$ cat src/rtl/rdma_frame_fifo_if.sv
// rdma_frame_fifo_if
//   Groups the two handshakes of rdma_frame_fifo on one bundle:
//   - FIFO-style write port from the RDMA engine: in_din, in_write, in_full_n
//   - AXI4-Stream master toward the FFT core: m_axis_tdata, m_axis_tvalid,
//     m_axis_tready, m_axis_tlast
//   Modports:
//   - slave  : view of the FIFO itself (accepts writes, drives the stream)
//   - master : view of the surrounding logic (RDMA engine + FFT core side)
// Parameters:
//   DATA_W : sample width ([63:32] imag, [31:0] real for the default 64)
interface rdma_frame_fifo_if #(
    parameter int unsigned DATA_W = 64
);
    logic [DATA_W-1:0] in_din;
    logic              in_write;
    logic              in_full_n;
    logic [DATA_W-1:0] m_axis_tdata;
    logic              m_axis_tvalid;
    logic              m_axis_tready;
    logic              m_axis_tlast;

    modport slave (
        input  in_din,
        input  in_write,
        output in_full_n,
        output m_axis_tdata,
        output m_axis_tvalid,
        input  m_axis_tready,
        output m_axis_tlast
    );

    modport master (
        output in_din,
        output in_write,
        input  in_full_n,
        input  m_axis_tdata,
        input  m_axis_tvalid,
        output m_axis_tready,
        input  m_axis_tlast
    );
endinterface

$ cat src/rtl/rdma_frame_fifo.sv
// rdma_frame_fifo
//   Buffers the RDMA engine's sample stream in a small circular FIFO and
//   presents it to the FFT core as AXI4-Stream, asserting tlast on every
//   2^FRAME_LOG2-th output sample. Writes attempted while full are dropped
//   and flagged on a sticky overflow_err.
// Ports:
//   ap_clk       : clock, rising edge
//   ap_rst_n     : asynchronous active-low reset
//   clear        : synchronous flush pulse, overrides all other activity
//   bus          : rdma_frame_fifo_if.slave (write port + AXI4-Stream out)
//   overflow_err : sticky, set by in_write while in_full_n = 0
//   frame_cnt    : completed-frame counter (only with RDMA_FRAME_CNT_EN)
// Parameters:
//   DATA_W     : sample width
//   DEPTH_LOG2 : FIFO depth = 2^DEPTH_LOG2 (1..8)
//   FRAME_LOG2 : samples per frame = 2^FRAME_LOG2 (1..16)
// Configuration macro:
//   RDMA_FRAME_CNT_EN : adds the frame_cnt port and its 32-bit counter
module rdma_frame_fifo #(
    parameter int unsigned DATA_W     = 64,
    parameter int unsigned DEPTH_LOG2 = 4,
    parameter int unsigned FRAME_LOG2 = 10
) (
    input  logic                ap_clk,
    input  logic                ap_rst_n,
    input  logic                clear,
    rdma_frame_fifo_if.slave    bus,
`ifdef RDMA_FRAME_CNT_EN
    output logic                overflow_err,
    output logic [31:0]         frame_cnt
`else
    output logic                overflow_err
`endif
);
    localparam int unsigned DEPTH = 1 << DEPTH_LOG2;
    // count value meaning "every entry occupied"
    localparam logic [DEPTH_LOG2:0] COUNT_FULL = {1'b1, {DEPTH_LOG2{1'b0}}};

    logic [DATA_W-1:0]     mem [DEPTH];
    logic [DEPTH_LOG2-1:0] wr_ptr;
    logic [DEPTH_LOG2-1:0] rd_ptr;
    logic [DEPTH_LOG2:0]   count;
    logic [FRAME_LOG2-1:0] sample_idx;

    logic push;
    logic pop;
    logic full_n;
    logic valid;
    logic last;

    // Flags come from registered count only, so there is no path from
    // tready to in_full_n nor from in_write to tvalid.
    always_comb begin
        full_n = (count != COUNT_FULL);
        valid  = (count != '0);
        last   = (sample_idx == '1);
        push   = bus.in_write & full_n;
        pop    = valid & bus.m_axis_tready;
    end

    assign bus.in_full_n     = full_n;
    assign bus.m_axis_tvalid = valid;
    assign bus.m_axis_tlast  = last;
    assign bus.m_axis_tdata  = mem[rd_ptr];

    // Storage is intentionally not reset; its content is don't-care until
    // count says an entry is valid.
    always_ff @(posedge ap_clk) begin
        if (push && !clear) begin
            mem[wr_ptr] <= bus.in_din;
        end
    end

    always_ff @(posedge ap_clk or negedge ap_rst_n) begin
        if (!ap_rst_n) begin
            wr_ptr       <= '0;
            rd_ptr       <= '0;
            count        <= '0;
            sample_idx   <= '0;
            overflow_err <= 1'b0;
        end else if (clear) begin
            wr_ptr       <= '0;
            rd_ptr       <= '0;
            count        <= '0;
            sample_idx   <= '0;
            overflow_err <= 1'b0;
        end else begin
            if (push) begin
                wr_ptr <= wr_ptr + 1'b1;
            end
            if (pop) begin
                rd_ptr     <= rd_ptr + 1'b1;
                sample_idx <= sample_idx + 1'b1;
            end
            case ({push, pop})
                2'b10:   count <= count + 1'b1;
                2'b01:   count <= count - 1'b1;
                default: count <= count;
            endcase
            if (bus.in_write && !full_n) begin
                overflow_err <= 1'b1;
            end
        end
    end

`ifdef RDMA_FRAME_CNT_EN
    always_ff @(posedge ap_clk or negedge ap_rst_n) begin
        if (!ap_rst_n) begin
            frame_cnt <= '0;
        end else if (clear) begin
            frame_cnt <= '0;
        end else if (pop && last) begin
            frame_cnt <= frame_cnt + 1'b1;
        end
    end
`endif

endmodule

$ cat src/flat_wrapper.sv
// flat-port wrapper written by rule: the top's interface ports become plain ports
module rdma_frame_fifo_flat 
#(
    parameter int unsigned DATA_W     = 64,
    parameter int unsigned DEPTH_LOG2 = 4,
    parameter int unsigned FRAME_LOG2 = 10
)
  (ap_clk, ap_rst_n, clear, overflow_err, bus_in_din, bus_in_write, bus_in_full_n, bus_m_axis_tdata, bus_m_axis_tvalid, bus_m_axis_tready, bus_m_axis_tlast);
  rdma_frame_fifo_if #(.DATA_W(DATA_W)) bus_i ();
  input  logic ap_clk;
  input  logic ap_rst_n;
  input  logic clear;
  output logic overflow_err;
  input wire logic [$bits(bus_i.in_din)-1:0] bus_in_din;
  input wire logic [$bits(bus_i.in_write)-1:0] bus_in_write;
  output wire logic [$bits(bus_i.in_full_n)-1:0] bus_in_full_n;
  output wire logic [$bits(bus_i.m_axis_tdata)-1:0] bus_m_axis_tdata;
  output wire logic [$bits(bus_i.m_axis_tvalid)-1:0] bus_m_axis_tvalid;
  input wire logic [$bits(bus_i.m_axis_tready)-1:0] bus_m_axis_tready;
  output wire logic [$bits(bus_i.m_axis_tlast)-1:0] bus_m_axis_tlast;
  assign bus_i.in_din = bus_in_din;
  assign bus_i.in_write = bus_in_write;
  assign bus_in_full_n = bus_i.in_full_n;
  assign bus_m_axis_tdata = bus_i.m_axis_tdata;
  assign bus_m_axis_tvalid = bus_i.m_axis_tvalid;
  assign bus_i.m_axis_tready = bus_m_axis_tready;
  assign bus_m_axis_tlast = bus_i.m_axis_tlast;
  rdma_frame_fifo #(.DATA_W(DATA_W), .DEPTH_LOG2(DEPTH_LOG2), .FRAME_LOG2(FRAME_LOG2)) u_core (.ap_clk(ap_clk), .ap_rst_n(ap_rst_n), .clear(clear), .bus(bus_i), .overflow_err(overflow_err));
endmodule
$ cat config.mk
export PLATFORM = sky130hd
export DESIGN_NAME = rdma_frame_fifo_flat
export DESIGN_NICKNAME = d
export VERILOG_FILES = /design/src/rtl/rdma_frame_fifo_if.sv /design/src/rtl/rdma_frame_fifo.sv /design/src/flat_wrapper.sv
export SDC_FILE = /design/constraint.sdc
export NUM_CORES = 1
export LEC_CHECK = 0
export CAP_MARGIN = 20
export CORE_MARGIN = 2
export CORE_UTILIZATION = 39
export CTS_CLUSTER_DIAMETER = 80
export DETAILED_ROUTE_END_ITERATION = 12
export HOLD_SLACK_MARGIN = 0.06
export SKIP_CTS_REPAIR_TIMING = 1
export SYNTH_ARGS = -nofsm -noshare
export SYNTH_HDL_FRONTEND = slang
export SYNTH_SLANG_ARGS = --single-unit
$ cat constraint.sdc
create_clock -name ap_clk -period 11.1 [get_ports ap_clk]
set_clock_uncertainty 0.05 [all_clocks]
set_input_delay 2.22 -clock ap_clk [delete_from_list [all_inputs] [get_ports ap_clk]]
set_output_delay 2.22 -clock ap_clk [all_outputs]
set_load 0.01 [all_outputs]
-- Word-level counts from Yosys, hierarchy flattened
Memories as Yosys holds them, arrays and structs flattened.
Cells that the tools add are included.
W data, S select, Z words.
- add/subtract/negate cells: 5
- equal/unequal tests: 4
- multiplexer cells: 12
- bitwise operators: 2
- reductions and logical operators: 9
- operators with widths (cell ; number):
    $mux W10 ; 2
    $mux W4 ; 4
    $add A10 B1 Y10 const B ; 1
    $eq A10 B10 Y1 const B ; 1
    $pmux W5 S2 ; 1
    $add A4 B1 Y4 const B ; 2
    $reduce_bool A2 Y1 ; 3
    $add A5 B1 Y5 const B ; 1
    $mux W5 ; 1
    $ne A5 B5 Y1 const B ; 1
    $reduce_bool A5 Y1 ; 1
    $sub A5 B1 Y5 const B ; 1
    $mux W1 ; 4
    $reduce_bool A3 Y1 ; 1
    $and A1 B1 Y1 ; 2
    $eq A2 B1 Y1 const B ; 1
    $eq A2 B2 Y1 const B ; 1
    $logic_and A1 B1 Y1 ; 2
    $logic_not A1 Y1 ; 2
- register bits after elaboration: 24
- memory bits (writable): 1024
- input bits: 69
- output and inout port bits: 68
- logic and storage cells: 38
- memories: 1
- memory list (name ; words ; bits a word ; rd ports ; clocked after memory_dff ; wr ports ; line ; text):
    u_core.mem ; 16 ; 64 ; 1 ; 0 ; 1 ; rdma_frame_fifo.sv:39 ; logic [DATA_W-1:0] mem [DEPTH];

-- Depth between registers and ports, before layout
- word-level depth: 5
- mapped depth: 10
- gate-level depth less buffers: 8

-- Least setup slack after synthesis
Ideal clock, no wire load.
- path kind: input to register
- start: in bus_in_write
- end: mem u_core.mem[1][0] (enable)
- library setup time: 0.565 ns
- arrival time: 7.604 ns
- required time: 10.485 ns
- path slack: 2.881 ns
- cell stages on the path: 5
- buffers on the path: 1
- path through: clkbuf_1 a21boi_1 nor2b_1 nand2_1 nor3_1
- longest elaborated chain between the ends: 4
- ends and longest elaborated chain (element ; line ; text):
    start: declaration ; flat_wrapper.sv:15 ; input wire logic [$bits(bus_i.in_write)-1:0] bus_in_write;
    $and A1 B1 Y1 ; rdma_frame_fifo.sv:57 ; push = bus.in_write & full_n;
    $logic_and A1 B1 Y1 ; rdma_frame_fifo.sv:69 ; if (push && !clear) begin
    $mux W1 ; rdma_frame_fifo.sv:69 ;
    $mux W1 (not written as such) ; rdma_frame_fifo.sv:70 ; mem[wr_ptr] <= bus.in_din;
    end: declaration ; rdma_frame_fifo.sv:39 ;
Every way passes these cells.

-- Worst setup path in the final report
- start: reg u_core.rd_ptr[0]
- end: out bus_m_axis_tdata[26]
- longest elaborated chain between the ends: 1
- ends and longest elaborated chain (element ; line ; text):
    start: declaration ; rdma_frame_fifo.sv:41 ; logic [DEPTH_LOG2-1:0] rd_ptr;
    start signal: assignment ; rdma_frame_fifo.sv:92 ; rd_ptr <= rd_ptr + 1'b1;
    $mem_v2 Z16 W64 ; n/a ;
    end: declaration ; flat_wrapper.sv:17 ; output wire logic [$bits(bus_i.m_axis_tdata)-1:0] bus_m_axis_tdata;
Every way passes these cells.

==> summary.md <==
| Metric | Value |
|---|---|
| Outcome | complete, no violations |
| Final wirelength | 86.5 mm |
| Mean Syn Cell Area | 25.0 um^2 |
| Pwr dens | 209 mW/mm^2 |
| Die area | 0.105 mm^2 |
| Post-Layout Cell Count | 3249 |
| Clk_lat worst skew | 670 ps |
| Final setup vio count | 0 |
| Final Hold Vio Count | 0 |
| Drt first pass iters | 7 |
| Die X-Extent | 323 um |
| Crit. End Element | primary output |
| Cell total after placement | 3049 |
| Clock Power Share | 0.360 |
| Initial core utilization | 0.392 |
| Seq/Total Area, Yosys | 0.788 |
| Startpoint types | flip-flop |
| Fin Setup TNS | 0 ps |
| Vias per cell | 5.38 |
| Total power draw | 0.00966 W |
| Initial antenna violation count | 12 |
| Core Util, Final | 0.457 |
| Gpl congestion | 0.705 |
| Reg clk slew, reported paths | 60 ps |
| Number of global-route vias before repair | 18485 |
| Drt drc | 0 |
| Layout cells sized above 1 | 0.285 |
| Leakage | 14.0 nW |
| Internal | 0.00736 W |
| Post-synth cell types | 42 |
| Input/output buffers | 136 |
| CP Data Arrival Time | 4200 ps |
| Crit Path Class | reg2out |
| Detailed-route wire length per cell | 26.6 um |
| Worst R2R Start | u_core.count[1] |
| Sequential share of power | 0.467 |
| Global route overflow | 0 |
| Slew Viols, Final | 0 |
| Hpwl dp | 45.4 mm |
| Required time worst endpoint | 8830 ps |
| Area growth syn-to-layout | 16.5% |
| IO Pins | 137 |
| Gr usage total | 0.167 |
| Core area | 0.101 mm^2 |
| Fin crit share | 0.583 |
| Syn Nets | 1666 |
| Final ANT Viol Nets | 0 |
| Cells after synthesis | 1589 |
| Worst Hold Class | reg2reg |
| Comb pwr share | 0.172 |
| Sw power | 0.00231 W |
| Net Sw Frac | 0.239 |
| HP Start | u_core.overflow_err |
| Die Span Y | 323 um |
| Num rows | 117 |
| RSZ-0062 raised after global routing | false |
| Fill count | 8332 |
| Worst R2R End | u_core.mem[8][3] |
| Critical Path Source | u_core.rd_ptr[0] |
| Peak supply drop | 0.000157 V |
| CTS tree | done |
| Vias | 17474 |
| Clock Path Buffers | 3 |
| Reg2Reg Depth | 6 |
| Largest net degree at the start of global routing | 113 |
| Most common cell after layout, fill and taps aside | edfxtp_1 |
| Syn. warnings | 0 |
| Htree depth | 3 |
| FF+latch count, synth | 1048 |
| # Max-Cap Violations | 0 |
| Setup Slack @ Placement | 4800 ps |
| CTS Sinks | 1048 |
| Final nets | 1869 |
| Rel. slew slack | 0.316 |
| Crit path time final | 6470 ps |
| Netlist Area Pre-Place | 0.0398 mm^2 |
| R2R Setup Slk | 7160 ps |
| Hold Crit Depth | 2 |
| Hold EP | u_core.overflow_err |
| Root Buffer Master | clkbuf_16 |
| First-pass GRT wire length | 126 mm |
| Final worst slack | 4630 ps |
| DR iter-0 viols | 1637 |
| Num CTS Buffers | 109 |
| Slew @ Worst Pin | 1030 ps |
| Commonest non-fill, non-tap cells in the layout | edfxtp_1 (1024), mux4_2 (320), clkdlybuf4s50_1 (136), clkbuf_16 (111), buf_4 (37) |
| Maximum clock frequency | 0.155 GHz |
| Crit path max fanout | 112 |
[power by group through the flow]
stage	clock network (W)	registers, W	logic, W
2_1_floorplan	0	0.00453	0.00119
3_3_place_gp	0	0.00460	0.00170
3_5_place_dp	0	0.00460	0.00171
4_1_cts	0.00357	0.00452	0.00172
5_1_grt	0.00371	0.00453	0.00180
6_report	0.00348	0.00452	0.00167
[synth_stat cells]
cell,n,share of area
nor2b_1,3,0.00047
nand4_1,3,0.00047
o211ai_2,1,0.00031
buf_1,4,0.00038
mux2_4,1,0.00038
xor2_1,8,0.0018
mux4_2,320,0.18
edfxtp_1,1024,0.77
nand3_1,6,0.00075
o211a_1,1,0.00025
nor4_2,1,0.00031
a21o_1,1,0.00019
nand2_1,18,0.0017
a31oi_1,2,0.00031
nor3_1,7,0.00088
a21oi_1,8,0.0010
buf_6,3,0.00085
nand2b_1,3,0.00047
o21ai_1,4,0.00050
inv_1,3,0.00028
a21boi_1,1,0.00019
a211oi_1,1,0.00019
ha_1,8,0.0025
nand2_2,1,0.00016
xnor2_1,9,0.0020
dfrtp_1,24,0.015
o221a_2,1,0.00028
or3_1,2,0.00031
buf_4,1,0.00019
buf_2,34,0.0043
and4_1,1,0.00022
clkbuf_1,41,0.0039
nor2_1,35,0.0033
o21a_1,1,0.00019
and3_1,1,0.00016
mux2i_1,1,0.00025
or2_2,1,0.00016
o41ai_1,1,0.00022
o32ai_2,1,0.00041
and2_1,1,0.00016
o21ai_0,1,0.00013
or4_4,1,0.00028
[through the flow]
stage	hold slack, ps	cell area [um^2]
detailed placement	468	42900
finish	474	46300
CTS	481	46300
global route	531	46300
floorplan	452	39800
global placement	461	42900
[metal layers]
metal  GRT usage  vias to the layer above  wire (um)  part of all wire
met4      0.0456                       22       1740             0.020
met2       0.276                      462      43300              0.50
met3      0.0381                      143       4970             0.057
met1       0.223                     9544      36400              0.42
li1            -                     7303          -                 -
met5           0                        -        125            0.0014
[sequential cells by signal, indices dropped and copies added (netlist names)]
signal               count
u_core.rd_ptr            4
u_core.overflow_err      1
u_core.count             5
u_core.sample_idx       10
u_core.mem            1024
u_core.wr_ptr            4
[worst max-delay path, stage by stage, from the launching register on]
cell and delay (ps):
dfrtp_4 940, buf_12 680, mux4_2 630, mux4_2 550
clkdlybuf4s50_1 530
[cells by family after synthesis]
| logic type | share of synthesized area |
|---|---|
| AND/OR/NAND/NOR | 0.00981 |
| AO/OA/AOI/OAI | 0.00418 |
| flip-flops | 0.788 |
| buffers and inverters | 0.00984 |
| adder cells (fa/ha/maj) | 0.00252 |
| multiplexers | 0.182 |
| XOR/XNOR | 0.00374 |
[worst max-delay path by stage]
stage,depth (start not counted),endpoint,slack (ps)
4_1_cts,4,bus_m_axis_tdata[30],4430
3_5_place_dp,6,u_core.mem[12][34],4800
2_1_floorplan,5,u_core.mem[1][0],2880
3_3_place_gp,6,u_core.mem[8][41],4840
5_1_grt,4,bus_m_axis_tdata[10],4280
6_report,4,bus_m_axis_tdata[26],4630
[final cells by class]
type                            instances  area [um^2]  share of cell area
Antenna cell                            1         2.50           0.0000540
Clock buffer                          137         2880              0.0621
Clock inverter                         62          532              0.0115
Inverter                                3         11.3            0.000243
Multi-Input combinational cell        455         8150               0.176
Sequential cell                      1048        31400               0.677
Tap cell                             1368         1710              0.0369
Timing Repair Buffer                  175         1680              0.0362
(Power assumes the default switching activity.)
